==> src/rtl/axis_video_frame_sink.sv <==
// axis_video_frame_sink: AXI4-Stream video sink with backpressure, coordinate tracking, geometry checks and frame stats
//   clk, reset (async, active-high)
//   iStallPeriod : tready stall pattern, one stall every iStallPeriod+1 cycles (0 = never)
//   iClearErr    : clears sticky error flags (a simultaneous set wins)
//   s_axis_*     : video input, tuser = start of frame, tlast = end of line
//   oValid/oData/oX/oY : accepted pixel with its coordinates, one cycle after the transfer
//   oEndOfFrame/oFrameCnt/oFrameSum : frame completion pulse, frame count, sum of last frame
//   oErr*        : sticky geometry error flags
module axis_video_frame_sink #(
    parameter int DATA_WIDTH = 16,
    parameter int IMG_WIDTH  = 64,
    parameter int IMG_HEIGHT = 64
) (
    input  logic                  clk,
    input  logic                  reset,
    input  logic [3:0]            iStallPeriod,
    input  logic                  iClearErr,
    input  logic                  s_axis_tvalid,
    output logic                  s_axis_tready,
    input  logic                  s_axis_tuser,
    input  logic                  s_axis_tlast,
    input  logic [DATA_WIDTH-1:0] s_axis_tdata,
    output logic                  oValid,
    output logic [DATA_WIDTH-1:0] oData,
    output logic [15:0]           oX,
    output logic [15:0]           oY,
    output logic                  oEndOfFrame,
    output logic [15:0]           oFrameCnt,
    output logic [31:0]           oFrameSum,
    output logic                  oErrSof,
    output logic                  oErrEolEarly,
    output logic                  oErrEolLate,
    output logic                  oErrHeight
);
    typedef enum logic {S_WAIT_SOF, S_ACTIVE} state_t;

    localparam logic [15:0] X_LAST = 16'(IMG_WIDTH - 1);
    localparam logic [15:0] Y_LAST = 16'(IMG_HEIGHT - 1);

    state_t                state_q;
    logic [3:0]            stall_q, stall_d;
    logic                  ready_q, ready_d;
    logic [15:0]           x_q, y_q, cx, cy;
    logic [31:0]           sum_q, sum_d;
    logic                  valid_q, eof_q;
    logic [DATA_WIDTH-1:0] data_q;
    logic [15:0]           ox_q, oy_q, cnt_q;
    logic [31:0]           fsum_q;
    logic                  err_sof_q, err_early_q, err_late_q, err_h_q;
    logic                  xfer, accept, at_xl, eol, eof;
    logic                  set_sof, set_early, set_late, set_h;

    // Stall counter walks 0..iStallPeriod; ready is registered from the next count
    // so tready drops exactly in the cycle the counter sits on iStallPeriod.
    always_comb begin
        stall_d = (stall_q >= iStallPeriod) ? 4'd0 : stall_q + 4'd1;
        ready_d = (iStallPeriod == 4'd0) || (stall_d != iStallPeriod);
    end

    // A tuser transfer always rebases to (0,0), whichever state we are in.
    always_comb begin
        xfer      = s_axis_tvalid & ready_q;
        accept    = xfer & (state_q == S_ACTIVE | s_axis_tuser);
        cx        = s_axis_tuser ? 16'd0 : x_q;
        cy        = s_axis_tuser ? 16'd0 : y_q;
        sum_d     = s_axis_tuser ? 32'(s_axis_tdata) : sum_q + 32'(s_axis_tdata);
        at_xl     = cx == X_LAST;
        eol       = s_axis_tlast | at_xl;
        eof       = eol & (cy == Y_LAST);
        set_sof   = xfer & state_q == S_ACTIVE & s_axis_tuser & x_q != 16'd0;
        set_h     = xfer & ((state_q == S_WAIT_SOF & ~s_axis_tuser & cnt_q != 16'd0) |
                            (state_q == S_ACTIVE & s_axis_tuser & x_q == 16'd0 & y_q != 16'd0));
        set_early = accept & s_axis_tlast & ~at_xl;
        set_late  = accept & at_xl & ~s_axis_tlast;
    end

    always_ff @(posedge clk or posedge reset) begin
        if (reset) begin
            state_q     <= S_WAIT_SOF;
            stall_q     <= 4'd0;
            ready_q     <= 1'b0;
            x_q         <= 16'd0;
            y_q         <= 16'd0;
            sum_q       <= 32'd0;
            valid_q     <= 1'b0;
            eof_q       <= 1'b0;
            data_q      <= '0;
            ox_q        <= 16'd0;
            oy_q        <= 16'd0;
            cnt_q       <= 16'd0;
            fsum_q      <= 32'd0;
            err_sof_q   <= 1'b0;
            err_early_q <= 1'b0;
            err_late_q  <= 1'b0;
            err_h_q     <= 1'b0;
        end else begin
            stall_q     <= stall_d;
            ready_q     <= ready_d;
            valid_q     <= accept;
            eof_q       <= accept & eof;
            err_sof_q   <= set_sof   | (err_sof_q   & ~iClearErr);
            err_early_q <= set_early | (err_early_q & ~iClearErr);
            err_late_q  <= set_late  | (err_late_q  & ~iClearErr);
            err_h_q     <= set_h     | (err_h_q     & ~iClearErr);
            if (accept) begin
                data_q <= s_axis_tdata;
                ox_q   <= cx;
                oy_q   <= cy;
                sum_q  <= sum_d;
                if (eol) begin
                    x_q     <= 16'd0;
                    y_q     <= eof ? 16'd0 : cy + 16'd1;
                    state_q <= eof ? S_WAIT_SOF : S_ACTIVE;
                    if (eof) begin
                        cnt_q  <= cnt_q + 16'd1;
                        fsum_q <= sum_d;
                    end
                end else begin
                    x_q     <= cx + 16'd1;
                    y_q     <= cy;
                    state_q <= S_ACTIVE;
                end
            end
        end
    end

    assign s_axis_tready = ready_q;
    assign oValid        = valid_q;
    assign oData         = data_q;
    assign oX            = ox_q;
    assign oY            = oy_q;
    assign oEndOfFrame   = eof_q;
    assign oFrameCnt     = cnt_q;
    assign oFrameSum     = fsum_q;
    assign oErrSof       = err_sof_q;
    assign oErrEolEarly  = err_early_q;
    assign oErrEolLate   = err_late_q;
    assign oErrHeight    = err_h_q;
endmodule

==> config.mk <==
export PLATFORM = sky130hd
export DESIGN_NAME = axis_video_frame_sink
export DESIGN_NICKNAME = d
export VERILOG_FILES = /design/src/rtl/axis_video_frame_sink.sv
export SDC_FILE = /design/constraint.sdc
export NUM_CORES = 1
export LEC_CHECK = 0
export BUFFER_PORTS_ARGS = -buffer_cell sky130_fd_sc_hd__buf_4
export CAP_MARGIN = 20
export CELL_PAD_IN_SITES_DETAIL_PLACEMENT = 1
export CELL_PAD_IN_SITES_GLOBAL_PLACEMENT = 1
export CORE_MARGIN = 1.5
export CORE_UTILIZATION = 40
export DETAILED_ROUTE_END_ITERATION = 6
export PLACE_DENSITY_LB_ADDON = 0.1
export SYNTH_ARGS = -nofsm -noshare
export SYNTH_HDL_FRONTEND = slang
export SYNTH_SLANG_ARGS = --single-unit
==> constraint.sdc <==
create_clock -name clk -period 7.85 [get_ports clk]
set_input_delay 1.1775 -clock clk [delete_from_list [all_inputs] [get_ports clk]]
set_output_delay 1.1775 -clock clk [all_outputs]
set_load 0.05 [all_outputs]
==> results.md, run 1 <==
- Final Instance Count excl. Fillers: 1389
- Syn-to-layout area delta: 19.8%
- Total negative slack: 0 ns
- Synthesized Nets: 1048
- Seq cells post-synth: 172
- Clock tree buffer depth: 2
- Initial Utilization: 41.0%
- Io pins: 129
- Crit path required time: 8.17 ns
- Final Skew: 0.0111 ns
- H-tree depth: 4
- Post-Synthesis Cell Area: 9000 um2
- EDFF count, synth: 0
- VDD IR max: 150 uV
- CTS buffer count: 17
- Initial antenna violation count: 0
- CTS tree: yes
- DR iter-0 viols: 349
- Via count: 7763
- Core ar.: 22000 um2
- Global-route wire length before repair: 41.8 mm
- PortBufs: 128
- Via-per-instance ratio: 5.59
- Tmin final: 4.45 ns
- Post-synthesis sequential area ratio: 47.8%
- Reg2reg end: oFrameSum[6]$_DFFE_PP0P_
- Fmax: 225 MHz
- Worst-path clk slew: 0.07 ns
- Slew Limit Fails: 0
- Post-cts resize count: 0
- Relative slew slack: 34.4%
- Worst setup path endpoint: oFrameSum[6]$_DFFE_PP0P_
- Syn avg cell area: 9.03 um2
- Hold/Removal Path Class: reg -> reg
- Crit-path max FO: 70
- Clock Sinks: 172
- Antenna-violating nets left: 0
- Setup Buffers After CTS: 0
- Worst Tran Pin Value: 0.983 ns
- Violated checks: DRC
- Power Density: 288 nW/um2
- Leakage Power: 4.98 nW
- Placed cells: 1357
- Asr flop ratio synth: 100%
- Hold Violations, Final: 0
- Synth Flop Type: dfrtp_1
- GRT overflow: 0
- Clock latency on the worst-skew pair: 0.44 ns
- Worst setup SP type: primary input
- Max cap viols: 0
- # setup viols final: 0
- DP Wirelength: 17.0 mm
- Crit. End Element: flip-flop
- Remaining DRCs: 13
- Die H: 153 um
- Worst Setup SP: s_axis_tuser
- Rows: 54
- Die area: 23400 um2
- Crit path DAT: 4.77 ns
- Synth cell types: 67
- Syn Inst Count: 996
- YS warnings: 0
- Final WL: 25.1 mm
- Unrepaired setup endpoints after global routing: no
- Total track usage: 22.2%
- Fin crit share: 56.7%
- Routed WL per cell: 18.1 um
- Diode count: 0
- Hold Buf Count CTS: 0
- Final GP Congestion: 0.829
- CTS root buf: clkbuf_16
- Vias in the first global route: 7808
- Fraction of layout cells with a size suffix above 1: 16.6%
- Reg2Reg Depth: 9
- Worst reg2reg setup slack: 4.32 ns
- Die W: 153 um
- Worst reg2reg startpoint: x_q[0]$_DFFE_PP0P_
- Status: finished, violations left
- Largest net degree at the start of global routing: 102
- Critical path type: in -> reg
- Final net count: 1148
- Drt first pass iters: 7
cells in the final DEF (no fill, tap or decap), drive strengths merged, types with 12 or more instances in the layout:
cell / n
a21oi: 38
a31oi: 12
and3: 15
buf: 136
clkbuf: 21
dfrtp: 172
ha: 25
inv: 27
mux2i: 23
nand2: 206
nand3: 34
nand4: 23
nor2: 54
nor2b: 14
nor3: 16
o21ai: 120
xnor2: 32
worst min path at each step:
| stage | from | end | slack (ns) | cells past startpoint |
|---|---|---|---|---|
| after global placement | oY[10]$_DFFE_PP0P_ | oY[10]$_DFFE_PP0P_ | 0.46 | 2 |
| final | oY[10]$_DFFE_PP0P_ | oY[10]$_DFFE_PP0P_ | 0.47 | 2 |
| after CTS | oY[0]$_DFFE_PP0P_ | oY[0]$_DFFE_PP0P_ | 0.48 | 2 |
| after floorplan | sum_q[0]$_DFFE_PP0P_ | sum_q[0]$_DFFE_PP0P_ | 0.45 | 2 |
| after global routing | oY[0]$_DFFE_PP0P_ | oY[0]$_DFFE_PP0P_ | 0.51 | 2 |
| after detailed placement | oY[0]$_DFFE_PP0P_ | oY[0]$_DFFE_PP0P_ | 0.46 | 2 |
synthesized netlist by cell type (all sizes together) (10+ instances only):
master	n	area, um2
nor2b	14	87.6
nor3	16	80.1
inv	23	86.3
o21ai	120	601
a31oi	12	75.1
clkbuf	40	151
nor4	10	77.6
and3	15	93.8
a21oi	38	190
nand4	23	144
xnor2	32	280
nand3	34	188
ha	25	313
buf	15	68.8
nor2	54	203
mux2i	23	230
dfrtp	172	4300
nand2	206	773
kinds of logic (layout without fill, tap and decap cells):
logic type | Yosys count | count (layout) | synth area share (%)
compound gates | 244 | 244 | 16.8
fa+ha+maj | 26 | 26 | 3.70
mux | 27 | 27 | 3.06
flops | 172 | 172 | 47.8
simple gates | 406 | 406 | 21.1
xor+xnor | 41 | 41 | 3.99
buf+inv | 80 | 193 | 3.50
worst max-delay path: stages:
cell and delay, ns:
buf_4 0.57, o211ai_1 0.20, buf_4 0.35, inv_2 0.80, nand3_4 0.69, clkinv_2 0.51, mux2_2 0.38
where the power goes:
group / switching (mW) / leakage, nW / internal [mW]
registers: 0.0973 / 2.30 / 1.01
logic: 0.729 / 2.38 / 0.360
clock network: 0.384 / 0.297 / 0.531
total: 1.21 / 4.98 / 1.90
layer usage:
layer / part of all wire (%) / track usage [%]
met1: 47 / 30.6
met4: 0.90 / 5.04
met5: 0 / 0
met2: 48 / 36.9
met3: 3.4 / 3.66
metrics by stage:
step / power, mW / area [um2] / hold slack [ns] / util [%] / setup WS, ns
after global placement: 2.18 / 10200 / 0.460 / 46.2 / 2.93
after global routing: 3.29 / 10800 / 0.506 / 49.1 / 3.07
after floorplan: 1.90 / 9000 / 0.454 / - / 2.01
final: 3.11 / 10800 / 0.475 / 49.1 / 3.40
after CTS: 3.13 / 10800 / 0.481 / 49.1 / 3.33
after detailed placement: 2.21 / 10200 / 0.464 / 46.2 / 2.87
flip-flops by register name, summed over array words and instances (netlist names), 4 cells and up:
signal,count
oData,16
oFrameCnt,16
oFrameSum,32
oX,16
oY,16
stall_q,4
sum_q,32
x_q,16
y_q,16
layout make-up:
type,instances,area [um2]
inverter,25,100
sequential,172,4300
fill,2554,11200
tap,280,350
multi-input combinational,744,4380
timing repair buffer,136,1020
clock inverter,11,156
clock buffer,21,470
Power figures use the tool's default switching activity.
==> run 2, diff against run 1 <==
Settings changed: ABC_AREA set to 1.
Clock period 7.85 ns to 4.6 ns, I/O delays scaled along.
==> run 2 against run 1 <==
The run now ends clean. Wire length increased by 23%. Global-route usage is 2.6 points higher. Non-clock buffer count is 1 lower. Die area increased by 11%. Final cell count up 34%. Count of clock-buffer cells in the layout decreased by 3. Largest cell class unchanged. Largest power group is now combinational cells.
==> results.md, run 2 <==
- Cell internal pwr: 3.17 mW
- Critical path type: in -> reg
- Total track usage: 24.8%
- Tmin final: 3.34 ns
- Setup Buffers After CTS: 0
- Core ar.: 24400 um2
- DP Wirelength: 22.9 mm
- Power Density: 456 nW/um2
- Syn avg cell area: 7.05 um2
- Crit path required time: 4.88 ns
- Clock latency on the worst-skew pair: 0.44 ns
- Synth Flop Type: dfrtp_1
- Main combinational cell family by area after synthesis: simple AND/OR/NAND/NOR gates
- Combinational Power Share: 36.0%
- Crit path DAT: 3.62 ns
- Dominant cell type by area after synthesis: dfrtp_1
- Cell with the most instances after synthesis: nand2_1
- Max cap viols: 0
- Remaining DRCs: 0
- Crit. End Element: flip-flop
- Clock Sinks: 172
- Initial antenna violation count: 0
- Final Skew: 0.0133 ns
- Setup slack at placement: 0.797 ns
- Initial Utilization: 40.9%
- Post-synthesis sequential area ratio: 43.2%
- Via count: 9517
- Worst Tran Pin Value: 0.808 ns
- Total negative slack: 0 ns
- Fin crit share: 72.5%
- Vias in the first global route: 9921
- CTS root buf: clkbuf_16
- XOR/XNOR Fraction of Synth Area: 2.11%
- Hold Violations, Final: 0
- Drt first pass iters: 5
- Syn Inst Count: 1415
- Synth Area in Simple Gates: 34.1%
- Switching share of power: 41.4%
- Post-cts resize count: 0
- Fraction of layout cells with a size suffix above 1: 12.1%
- Commonest cells post-synth: nand2_1, inv_1, dfrtp_1
- Portion of netlist area occupied by mux cells: 0%
- Clock tree buffer depth: 2
- Status: complete, no violations
- Die area: 25900 um2
- Antenna-violating nets left: 0
- Largest net degree at the start of global routing: 126
- GRT overflow: 0
- YS warnings: 0
- VDD IR max: 244 uV
- Hold Buf Count CTS: 0
- Die H: 161 um
- Final WL: 30.8 mm
- # setup viols final: 0
- Crit-path max FO: 49
- Global-route wire length before repair: 51.6 mm
- Synthesized Nets: 1467
- Io pins: 129
- Synth area leaders: dfrtp_1, nand2_1, inv_1, o21ai_0, nand3_1
- CTS tree: yes
- Leakage Power: 6.17 nW
- DR iter-0 viols: 507
- Fmax: 300 MHz
- Synthesized-area fraction occupied by adder cells: 3.34%
- Hold/Removal Path Class: in -> async
- Overall Power: 5.40 mW
- PortBufs: 128
- Via-per-instance ratio: 5.11
- Post-route core utilization: 48.6%
- Synth top area share: 43.2%
- Sequential power share: 34.3%
- Worst-path clk slew: 0.07 ns
- Final net count: 1576
- Unrepaired setup endpoints after global routing: no
- Most frequent cells in the layout: nand2_1, inv_1, dfrtp_1
- H-tree depth: 4
- Seq cells post-synth: 172
- Rows: 57
- EDFF count, synth: 0
- Routed WL per cell: 16.6 um
- Placed cells: 1829
- Syn-to-layout area delta: 18.7%
- Synth Area in Compound Gates: 8.38%
- Diode count: 0
- Synth cell types: 35
- Final GP Congestion: 0.866
- Clk network pwr share: 29.7%
- Worst setup SP type: primary input
- Final Instance Count excl. Fillers: 1861
- Asr flop ratio synth: 100%
- Sw Pwr: 2.24 mW
- Die W: 161 um
- Relative slew slack: 46.0%
- CTS buffer count: 17
- Most common cell after layout, fill and taps aside: nand2_1
- Post-Synthesis Cell Area: 9970 um2
- Final worst slack: 1.26 ns
- Slew Limit Fails: 0
==> run 2: power by group through the flow <==
stage	combinational [mW]	sequential [mW]	clock, mW
after detailed placement	1.96	1.88	0
after global placement	1.90	1.87	0
after global routing	2.19	1.88	1.68
after floorplan	1.05	2.17	0
final	1.95	1.85	1.60
after CTS	1.97	1.86	1.63
==> run 2: stage by stage <==
| step | instance area (um2) | hold slack [ns] |
|---|---|---|
| 2_1_floorplan | 9980 | 0.446 |
| 3_3_place_gp | 11200 | 0.457 |
| 3_5_place_dp | 11200 | 0.464 |
| 4_1_cts | 11800 | 0.108 |
| 5_1_grt | 11800 | 0.114 |
| 6_report | 11800 | 0.122 |
==> run 2: worst paths after layout <==
path | cells after the start | from | to | slack [ns]
setup / recovery | 12 | s_axis_tuser | oFrameSum[19]$_DFFE_PP0P_ | 1.26
hold reg to reg | 2 | oData[12]$_DFFE_PP0P_ | oData[12]$_DFFE_PP0P_ | 0.48
setup reg to reg | 12 | x_q[0]$_DFFE_PP0P_ | oFrameSum[19]$_DFFE_PP0P_ | 1.46
hold / removal | 2 | reset | oData[3]$_DFFE_PP0P_ | 0.12
max in group asynchronous | 3 | reset | sum_q[0]$_DFFE_PP0P_ | 3.57
min in group clk | 2 | oData[12]$_DFFE_PP0P_ | oData[12]$_DFFE_PP0P_ | 0.48
==> run 2: layout make-up <==
| cell class | instances | area (um2) |
|---|---|---|
| Sequential cell | 172 | 4300 |
| Clock buffer | 18 | 439 |
| Inverter | 181 | 686 |
| Tap cell | 324 | 405 |
| Multi-Input combinational cell | 1017 | 4790 |
| Clock inverter | 14 | 194 |
| Fill cell | 3154 | 12500 |
| Timing Repair Buffer | 135 | 1030 |
==> run 2: worst max-delay path, cell delays in order <==
cell and delay, ns:
buf_4 0.32, inv_2 0.34, nand2_1 0.24, nand3_1 0.11, nor2_1 0.10, nand2_1 0.10
nand2_2 0.38, nand2_1 0.21, nor2_4 0.38, inv_2 0.43, nand2_1 0.16, o21ai_0 0.10
==> run 2: cells by family after synthesis <==
group                      after synthesis
AOI/OAI and AO/OA                      159
and+or+nand+nor                        808
buffers and inverters                  226
xor gates and xnor gates                24
adders and majority gates               26
DFF                                    172
==> run 2: layer usage <==
layer,global-route usage [%],part of all wire (%),vias up
li1,-,-,4722
met1,31.9,45,4645
met2,44.4,51,125
met3,2.94,2.5,25
met4,6.02,1.5,0
met5,0,0,-
